<file path="config.mk">
export PLATFORM = sky130hd
export DESIGN_NAME = pulse_stretcher
export DESIGN_NICKNAME = d
export VERILOG_FILES = /design/src/rtl/pulse_pkg.sv /design/src/rtl/pulse_stretcher_cnt.sv /design/src/rtl/pulse_stretcher.sv
export SDC_FILE = /design/constraint.sdc
export NUM_CORES = 1
export LEC_CHECK = 0
export CAP_MARGIN = 20
export CELL_PAD_IN_SITES_DETAIL_PLACEMENT = 0
export CELL_PAD_IN_SITES_GLOBAL_PLACEMENT = 1
export CORE_ASPECT_RATIO = 0.75
export CORE_UTILIZATION = 40
export CTS_CLUSTER_DIAMETER = 150
export DETAILED_ROUTE_END_ITERATION = 16
export GPL_TIMING_DRIVEN = 0
export PLACE_DENSITY = 0.85
export SYNTH_ARGS = -nofsm -noshare
export SYNTH_HDL_FRONTEND = slang
export SYNTH_SLANG_ARGS = --single-unit
</file>
<file path="constraint.sdc">
create_clock -name clk -period 2.45 [get_ports clk]
set_input_delay 0.49 -clock clk [delete_from_list [all_inputs] [get_ports clk]]
set_output_delay 0.49 -clock clk [all_outputs]
set_load 0.005 [all_outputs]
</file>
<file path="src/rtl/pulse_pkg.sv">
// Shared definitions for the pulse stretcher: state encoding and
// a constant-function log2 used to size/check the hold counter.
package pulse_pkg;

    localparam logic [1:0] ST_IDLE = 2'd0;
    localparam logic [1:0] ST_HOLD = 2'd1;
    localparam logic [1:0] ST_GAP  = 2'd2;

    typedef enum logic [1:0] {
        IDLE = ST_IDLE,
        HOLD = ST_HOLD,
        GAP  = ST_GAP
    } state_t;

    // ceil(log2(v)); returns 0 for v <= 1
    function automatic int clog2(input int v);
        int r;
        r = 0;
        for (int x = v - 1; x > 0; x = x >> 1) begin
            r = r + 1;
        end
        return r;
    endfunction

    function automatic int max2(input int a, input int b);
        return (a > b) ? a : b;
    endfunction

endpackage

</file>
<file path="src/rtl/pulse_stretcher_cnt.sv">
// Loadable down-counter for the pulse stretcher hold/gap timing.
// Load wins over decrement; it saturates at zero and never wraps.
module pulse_cnt
    import pulse_pkg::*;
#(
    parameter int CNT_W = 8
) (
    input  logic             clk,
    input  logic             reset,
    input  logic             load,
    input  logic [CNT_W-1:0] load_val,
    input  logic             dec,
    output logic             zero
);

    logic [CNT_W-1:0] cnt;

    // count register: reload on request, otherwise step down to zero
    always_ff @(posedge clk) begin
        if (reset) begin
            cnt <= '0;
        end else if (load) begin
            cnt <= load_val;
        end else if (dec && (cnt != '0)) begin
            cnt <= cnt - CNT_W'(1);
        end
    end

    assign zero = (cnt == '0);

endmodule

</file>
<file path="src/rtl/pulse_stretcher.sv">
// Pulse -> level converter with minimum hold and recovery gap.
// Optional macro PULSE_STRETCHER_RETRIGGER_EN: pulses in HOLD reload.
module pulse_stretcher
    import pulse_pkg::*;
#(
    parameter int HOLD_CYCLES = 16,
    parameter int GAP_CYCLES  = 2,
    parameter int CNT_W       = 8
) (
    input  logic clk,
    input  logic reset,
    input  logic pulse_in,
    output logic level_out,
    output logic busy,
    output logic done,
    output logic dropped
);

    localparam int NEED_W = clog2(max2(HOLD_CYCLES, GAP_CYCLES) + 1);
    localparam int GAP_M1 = (GAP_CYCLES > 0) ? GAP_CYCLES - 1 : 0;

    localparam logic [CNT_W-1:0] HOLD_LD = CNT_W'(HOLD_CYCLES - 1);
    localparam logic [CNT_W-1:0] GAP_LD  = CNT_W'(GAP_M1);

    generate
        if (CNT_W < NEED_W) begin : g_cnt_w_chk
            $error("pulse_stretcher: CNT_W too small");
        end
    endgenerate

    state_t           state;
    state_t           state_d;
    logic             load;
    logic [CNT_W-1:0] load_val;
    logic             dec;
    logic             zero;
    logic             done_d;
    logic             drop_d;

    pulse_cnt #(
        .CNT_W(CNT_W)
    ) u_cnt (
        .clk     (clk),
        .reset   (reset),
        .load    (load),
        .load_val(load_val),
        .dec     (dec),
        .zero    (zero)
    );

    // next state, counter control and strobe decode
    always_comb begin
        state_d  = state;
        load     = 1'b0;
        load_val = HOLD_LD;
        dec      = 1'b0;
        done_d   = 1'b0;
        drop_d   = 1'b0;
        unique case (1'b1)
            (state == IDLE): begin
                if (pulse_in) begin
                    state_d  = HOLD;
                    load     = 1'b1;
                    load_val = HOLD_LD;
                end
            end
            (state == HOLD): begin
`ifdef PULSE_STRETCHER_RETRIGGER_EN
                if (pulse_in) begin
                    load     = 1'b1;
                    load_val = HOLD_LD;
                end else if (zero) begin
                    done_d = 1'b1;
                    if (GAP_CYCLES > 0) begin
                        state_d  = GAP;
                        load     = 1'b1;
                        load_val = GAP_LD;
                    end else begin
                        state_d = IDLE;
                    end
                end else begin
                    dec = 1'b1;
                end
`else
                drop_d = pulse_in;
                if (zero) begin
                    done_d = 1'b1;
                    if (GAP_CYCLES > 0) begin
                        state_d  = GAP;
                        load     = 1'b1;
                        load_val = GAP_LD;
                    end else begin
                        state_d = IDLE;
                    end
                end else begin
                    dec = 1'b1;
                end
`endif
            end
            (state == GAP): begin
                drop_d = pulse_in;
                if (zero) begin
                    state_d = IDLE;
                end else begin
                    dec = 1'b1;
                end
            end
            default: begin
                state_d = IDLE;
            end
        endcase
    end

    // state and registered outputs; reset beats every other event
    always_ff @(posedge clk) begin
        if (reset) begin
            state     <= IDLE;
            level_out <= 1'b0;
            busy      <= 1'b0;
            done      <= 1'b0;
            dropped   <= 1'b0;
        end else begin
            state     <= state_d;
            level_out <= (state_d == HOLD);
            busy      <= (state_d != IDLE);
            done      <= done_d;
            dropped   <= drop_d;
        end
    end

endmodule
</file>
==> impl_metrics.toml, run 1 <==
[clock_tree]
clk_pin_slew_ps = 80
numCtsBuffers = 3
clock_sinks = 14
cts_resized = 0
cts.hold.buffers_added = 0
clockBufferDepth = 2
h-tree-depth = 1
cts_tree = "yes"
root_buffer = "clkbuf_4"
clkLatencyLatePin_ps = 280
cts_setup_buffers = 0

[detailed_routing]
wl_met3_um = 120
finalWirelength_mm = 1.48
first_iter_violations = 19
viasPerCell = 5.78
postRouteAntennaNets = 0
dr.pass1.iters = 4
routed.top_layer = "met4"
wl_met1_um = 749
drt-wirelength-per-cell_um = 12.6
vias = 676
drc = 0
dr_wl_met2_um = 596

[critical_path]
endpoint_kind = "flip-flop"
crit_type = "reg -> reg"
ff2ff_setup_slack_ps = 320
cp.required_ps = 2670
crit_path_max_fanout = 5
start_kind = "flip-flop"
ff2ff_path_depth = 6
critPathLaunch = "u_cnt.cnt[0]"
critPathArrivalTime_ps = 2350
r2r-end = "u_cnt.cnt[5]"
regToRegStartpoint = "u_cnt.cnt[0]"
endpoint = "u_cnt.cnt[5]"

[run_status]
status = "finished, final reports clean"

[timing]
rsz0062_at_grt = "no"
worstMarginPinSlew_ps = 925
setup_viol = 0
fin_skew_ps = 4.16
setup_tns_ps = 0
hold_viol_final = 0
finalCritPeriodShare = 0.870
drv_slew = 0
relSlewSlack = 0.384
max_freq_ghz = 0.469
whs_ps = 484
fin_ws_ps = 318
period_minus_slack_ps = 2130

[synth]
ys_seq_area_frac = 0.376
synth_cell_types = 31
synth_top_cell_area_share = 0.376
ys_ff_latch = 14
synth_top_family_by_area = "simple AND/OR/NAND/NOR gates"
syn_area_um2 = 744
synth_fa_ha_area_frac = 0.0840
synthCells = 86
yosys.area_share.simple = 0.239
synth.largest_area_cell = "dfxtp_1"
syn-mean-instance-area_um2 = 8.66
synth_area_leaders = "dfxtp_1 (38%), ha_1 (8.4%), nand2_1 (5.5%)"
synthXorXnorAreaFrac = 0.0235
synth-compound-area-share = 0.176
yosys_warnings = 0
muxShareOfSynthArea = 0.0689
syn_nets = 94

[finish]
final_area_um2 = 858
final_cell_mix = "dfxtp_1 (14), nand2_1 (11), a21oi_1 (7)"
syn_to_final_growth_pct = 15.3
finalNonFillerCells = 117
layout_commonest_cell = "dfxtp_1"
nets = 104
fin_util = 0.493
post_route_cells_drive_above_1_share = 0.0842
n_antenna_cell = 0

[placement]
port_buffers = 5
preCtsSetupSlack_ps = 315
place_area_um2 = 822
hpwlAfterDp_mm = 1.08
gp_congestion = 0.804
dp.cells = 113

[global_route]
grt_antenna_before_repair = 0
track_usage = 0.184
grt_max_degree = 10
grt_pass1_vias = 589
grt_pass1_wl_mm = 2.62
grt.overflow.total = 0

[job]
drv_cap = 0

[pwr]
power_switching_mw = 0.431
internal_power_mw = 0.637
pwr-share-comb = 0.504
clkPwrFrac = 0.155
p_leak_nw = 0.320
sw_frac_of_total = 0.404
ir_drop_mv = 0.551
power_mw = 1.07
pwr_density_cell_nw_per_um2 = 1240
sequentialPowerShare = 0.341

[die]
die-area_um2 = 2040
initial_core_util = 0.428
rows = 13
fp.dieH_um = 39.4
io_pins = 7
dieWidth_um = 51.8
fp.coreArea_um2 = 1740

[hold_path]
min_path_type = "reg -> reg"
-- Yosys cell counts --
| cell | n |
|---|---|
| nor4b_1 | 1 |
| a32oi_1 | 1 |
| a211oi_1 | 1 |
| or2_2 | 1 |
| xor2_1 | 2 |
| a311oi_1 | 1 |
| nor2b_1 | 1 |
| o31ai_1 | 2 |
| inv_1 | 4 |
| buf_2 | 1 |
| ha_1 | 5 |
| nor3_1 | 4 |
| o211a_1 | 1 |
| mux2i_1 | 4 |
| mux2_2 | 1 |
| a31oi_1 | 2 |
| nand2b_1 | 5 |
| a21oi_1 | 7 |
| a221oi_1 | 1 |
| o211ai_1 | 2 |
| or3b_2 | 1 |
| o21ai_0 | 1 |
| dfxtp_1 | 14 |
| nand2_1 | 11 |
| nor4_1 | 1 |
| nand3_1 | 1 |
| o21ai_1 | 1 |
| clkbuf_1 | 1 |
| nor4bb_1 | 1 |
| or4_1 | 2 |
| nor2_1 | 5 |
-- kinds of logic (layout without fill, tap and decap cells) --
| family | after synthesis | after routing |
|---|---|---|
| simple gates | 34 | 34 |
| compound gates | 20 | 20 |
| flops | 14 | 14 |
| fa+ha+maj | 5 | 5 |
| buf+inv | 6 | 15 |
| mux | 5 | 5 |
| xor+xnor | 2 | 2 |
-- sequential cells by signal, indices dropped and copies added, names as in the netlist --
register	cells
busy	1
done	1
dropped	1
level_out	1
state	2
u_cnt.cnt	8
-- layout make-up --
type | count | area (um2)
buffer | 2 | 8.76
clock buffer | 4 | 36.3
fill | 161 | 882
inverter | 4 | 15.0
multi-input combinational | 66 | 440
sequential | 14 | 280
tap | 22 | 27.5
timing repair buffer | 5 | 50.0
-- critical path: stages, from the launching register on --
cell and delay [ps]:
dfxtp_1 340, inv_1 80, ha_1 230, nor4bb_1 550, nand2_1 280, a311oi_1 380
mux2i_1 210
-- power by group through the flow --
stage	Sequential [mW]	Combinational [mW]	Clock, mW
3_3_place_gp	0.369	0.523	0
6_report	0.365	0.538	0.166
3_5_place_dp	0.371	0.525	0
2_1_floorplan	0.359	0.403	0
4_1_cts	0.365	0.532	0.174
5_1_grt	0.378	0.598	0.188
-- per-layer routing --
layer,global-route usage,vias up
li1,-,333
met1,0.237,318
met2,0.279,23
met3,0.0853,2
met4,0.0405,0
met5,0,-
-- how the worst min path moves through the flow --
stage                            start      endpoint  slack (ps)  cells after the start
after global routing      u_cnt.cnt[5]  u_cnt.cnt[5]         500                      2
after global placement    u_cnt.cnt[5]  u_cnt.cnt[5]         470                      2
after CTS                 u_cnt.cnt[5]  u_cnt.cnt[5]         490                      2
after floorplan           u_cnt.cnt[5]  u_cnt.cnt[5]         450                      2
after detailed placement  u_cnt.cnt[5]  u_cnt.cnt[5]         470                      2
final                     u_cnt.cnt[5]  u_cnt.cnt[5]         480                      2
Power figures use the tool's default switching activity.
==> run 2: changes to the inputs <==
ABC_AREA = 1   (was default)
PLACE_DENSITY = 0.87   (was 0.85)
==> run 2 against run 1 <==
Sequential cell count stayed put. First-iteration DRC count is 42% higher. Non-clock buffer count down 1. Maximum frequency increased by 28%. Combinational power is 1% lower. Die area is 14% higher. Wire length rose by 21%. Critical path depth increased by 1.
==> impl_metrics.toml, run 2 <==
[clock_tree]
root_buffer = "clkbuf_4"
h-tree-depth = 1
clkLatencyLatePin_ps = 290
cts.hold.buffers_added = 0
clock_sinks = 14
clockBufferDepth = 2
numCtsBuffers = 3
clk_pin_slew_ps = 80
cts_setup_buffers = 0
cts_tree = "yes"
cts_resized = 0

[critical_path]
regToRegStartpoint = "state[1]"
critPathLaunch = "state[1]"
path_buf_inv = 2
crit_family = "simple AND/OR/NAND/NOR gates"
endpoint_kind = "flip-flop"
start_kind = "flip-flop"
slowest_delay_ps = 400
cp.required_ps = 2660
crit_chain = "inv_1, ha_1, nand2_1, inv_1, a21oi_4, nand2_1, nor3_2"
crit_path_max_fanout = 8
crit_type = "reg -> reg"
slowest_stage = "dfxtp_1"
critPathArrivalTime_ps = 1870

[synth]
synth-compound-area-share = 0.110
syn_area_um2 = 853
muxShareOfSynthArea = 0
yosys.area_share.simple = 0.409
yosys_warnings = 0
synth-main-ff-cell = "dfxtp_1"
syn_nets = 129
synth.most_common_cell = "nand2_1"
ys_seq_area_frac = 0.328
synthArstFlopShare = 0
synth_top_cell_area_share = 0.328
synth_top_family_by_area = "simple AND/OR/NAND/NOR gates"
synth.largest_area_cell = "dfxtp_1"
synth_edf_count = 0
synthXorXnorAreaFrac = 0
synth_area_leaders = "dfxtp_1 (33%), nand2_1 (13%), nor2_1 (8.4%)"
synthCells = 121
synth_fa_ha_area_frac = 0.0733
syn-mean-instance-area_um2 = 7.05
ys_ff_latch = 14
synthTopCellsByCount = "nand2_1 (29), nor2_1 (19), inv_1 (17)"
synth_cell_types = 23

[timing]
setup_tns_ps = 0
period_minus_slack_ps = 1660
setup_viol = 0
fin_skew_ps = 10.6
hold_viol_final = 0
fin_ws_ps = 787
worstMarginPinSlew_ps = 485
finalCritPeriodShare = 0.679
rsz0062_at_grt = "no"
relSlewSlack = 0.677
drv_slew = 0
max_freq_ghz = 0.601

[finish]
final_cell_mix = "nand2_1 (29), nor2_1 (19), inv_1 (17)"
finalNonFillerCells = 154
post_route_cells_drive_above_1_share = 0.138
seq_area_um2 = 280
syn_to_final_growth_pct = 13.6
n_antenna_cell = 0
nets = 139
multiInputGateArea_um2 = 505
reg_top3 = "u_cnt.cnt x8, state x2"
layout_commonest_cell = "nand2_1"
regMostFlops = "u_cnt.cnt"
num-fill-cells = 205
largest_reg_flops = 8

[global_route]
grt_max_degree = 11
track_usage = 0.171
grt.overflow.total = 0
grt_pass1_wl_mm = 3.04
grt_antenna_before_repair = 0
grt_pass1_vias = 691

[die]
initial_core_util = 0.424
dieWidth_um = 55.3
io_pins = 7
fp.coreArea_um2 = 2010
die-area_um2 = 2320
rows = 14
fp.dieH_um = 42

[detailed_routing]
postRouteAntennaNets = 0
vias = 755
first_iter_violations = 27
dr.pass1.iters = 4
drc = 0
viasPerCell = 4.90
drt-wirelength-per-cell_um = 11.6
finalWirelength_mm = 1.79

[placement]
hpwlAfterDp_mm = 1.38
dp.cells = 150
preCtsSetupSlack_ps = 612
gp_congestion = 0.848
port_buffers = 5

[hold_path]
hold_start = "u_cnt.cnt[1]"
min_path_type = "reg -> reg"

[run_status]
status = "finished, final reports clean"

[job]
drv_cap = 0

[pwr]
pwr_density_cell_nw_per_um2 = 1060
ir_drop_mv = 0.520
p_leak_nw = 0.456
run 2: final cells by class:
class,instances,share of cell area
multi-input cells,89,0.521
inverters,17,0.0658
well taps,24,0.0310
clock buffers,4,0.0374
repair buffers,5,0.0516
plain buffers,1,0.00387
flip-flops and latches,14,0.289
run 2: final timing paths:
path / end / slack [ps] / cells past startpoint
setup / recovery: u_cnt.cnt[5] / 790 / 7
hold / removal: u_cnt.cnt[1] / 510 / 2
setup reg to reg: u_cnt.cnt[5] / 790 / 7
hold reg to reg: u_cnt.cnt[1] / 510 / 2
run 2: stage by stage:
step	area [um2]	total power [mW]	hold slack [ps]	util
after floorplan	853	0.743	462	-
after global placement	933	0.851	494	0.463
after detailed placement	933	0.860	502	0.463
after CTS	970	1.03	524	0.481
after global routing	970	1.11	554	0.481
final	970	1.03	512	0.481
run 2: power by group:
group	switching [mW]	leakage, nW	internal (mW)	total (mW)
clock network	0.0772	0.0210	0.0905	0.168
registers	0.0509	0.115	0.280	0.331
logic	0.336	0.320	0.193	0.530
total	0.465	0.456	0.563	1.03
run 2: metal layers:
| metal | vias up | GRT usage | part of all wire |
|---|---|---|---|
| li1 | 403 | - | - |
| met1 | 343 | 0.236 | 0.57 |
| met2 | 7 | 0.253 | 0.40 |
| met3 | 2 | 0.0586 | 0.028 |
| met4 | 0 | 0.0500 | 0.0056 |
| met5 | - | 0 | 0 |
run 2: worst min-delay path, cell delays in order (launching register included):
cell	delay [ps]
dfxtp_1	350
nor2_1	60
nor2_1	70
run 2: kinds of logic (layout without fill, tap and decap cells):
| logic type | count (synthesis) | after routing |
|---|---|---|
| flip-flops | 14 | 14 |
| AO/OA/AOI/OAI | 13 | 13 |
| adder cells (fa/ha/maj) | 5 | 5 |
| buffers and inverters | 18 | 27 |
| AND/OR/NAND/NOR | 71 | 71 |
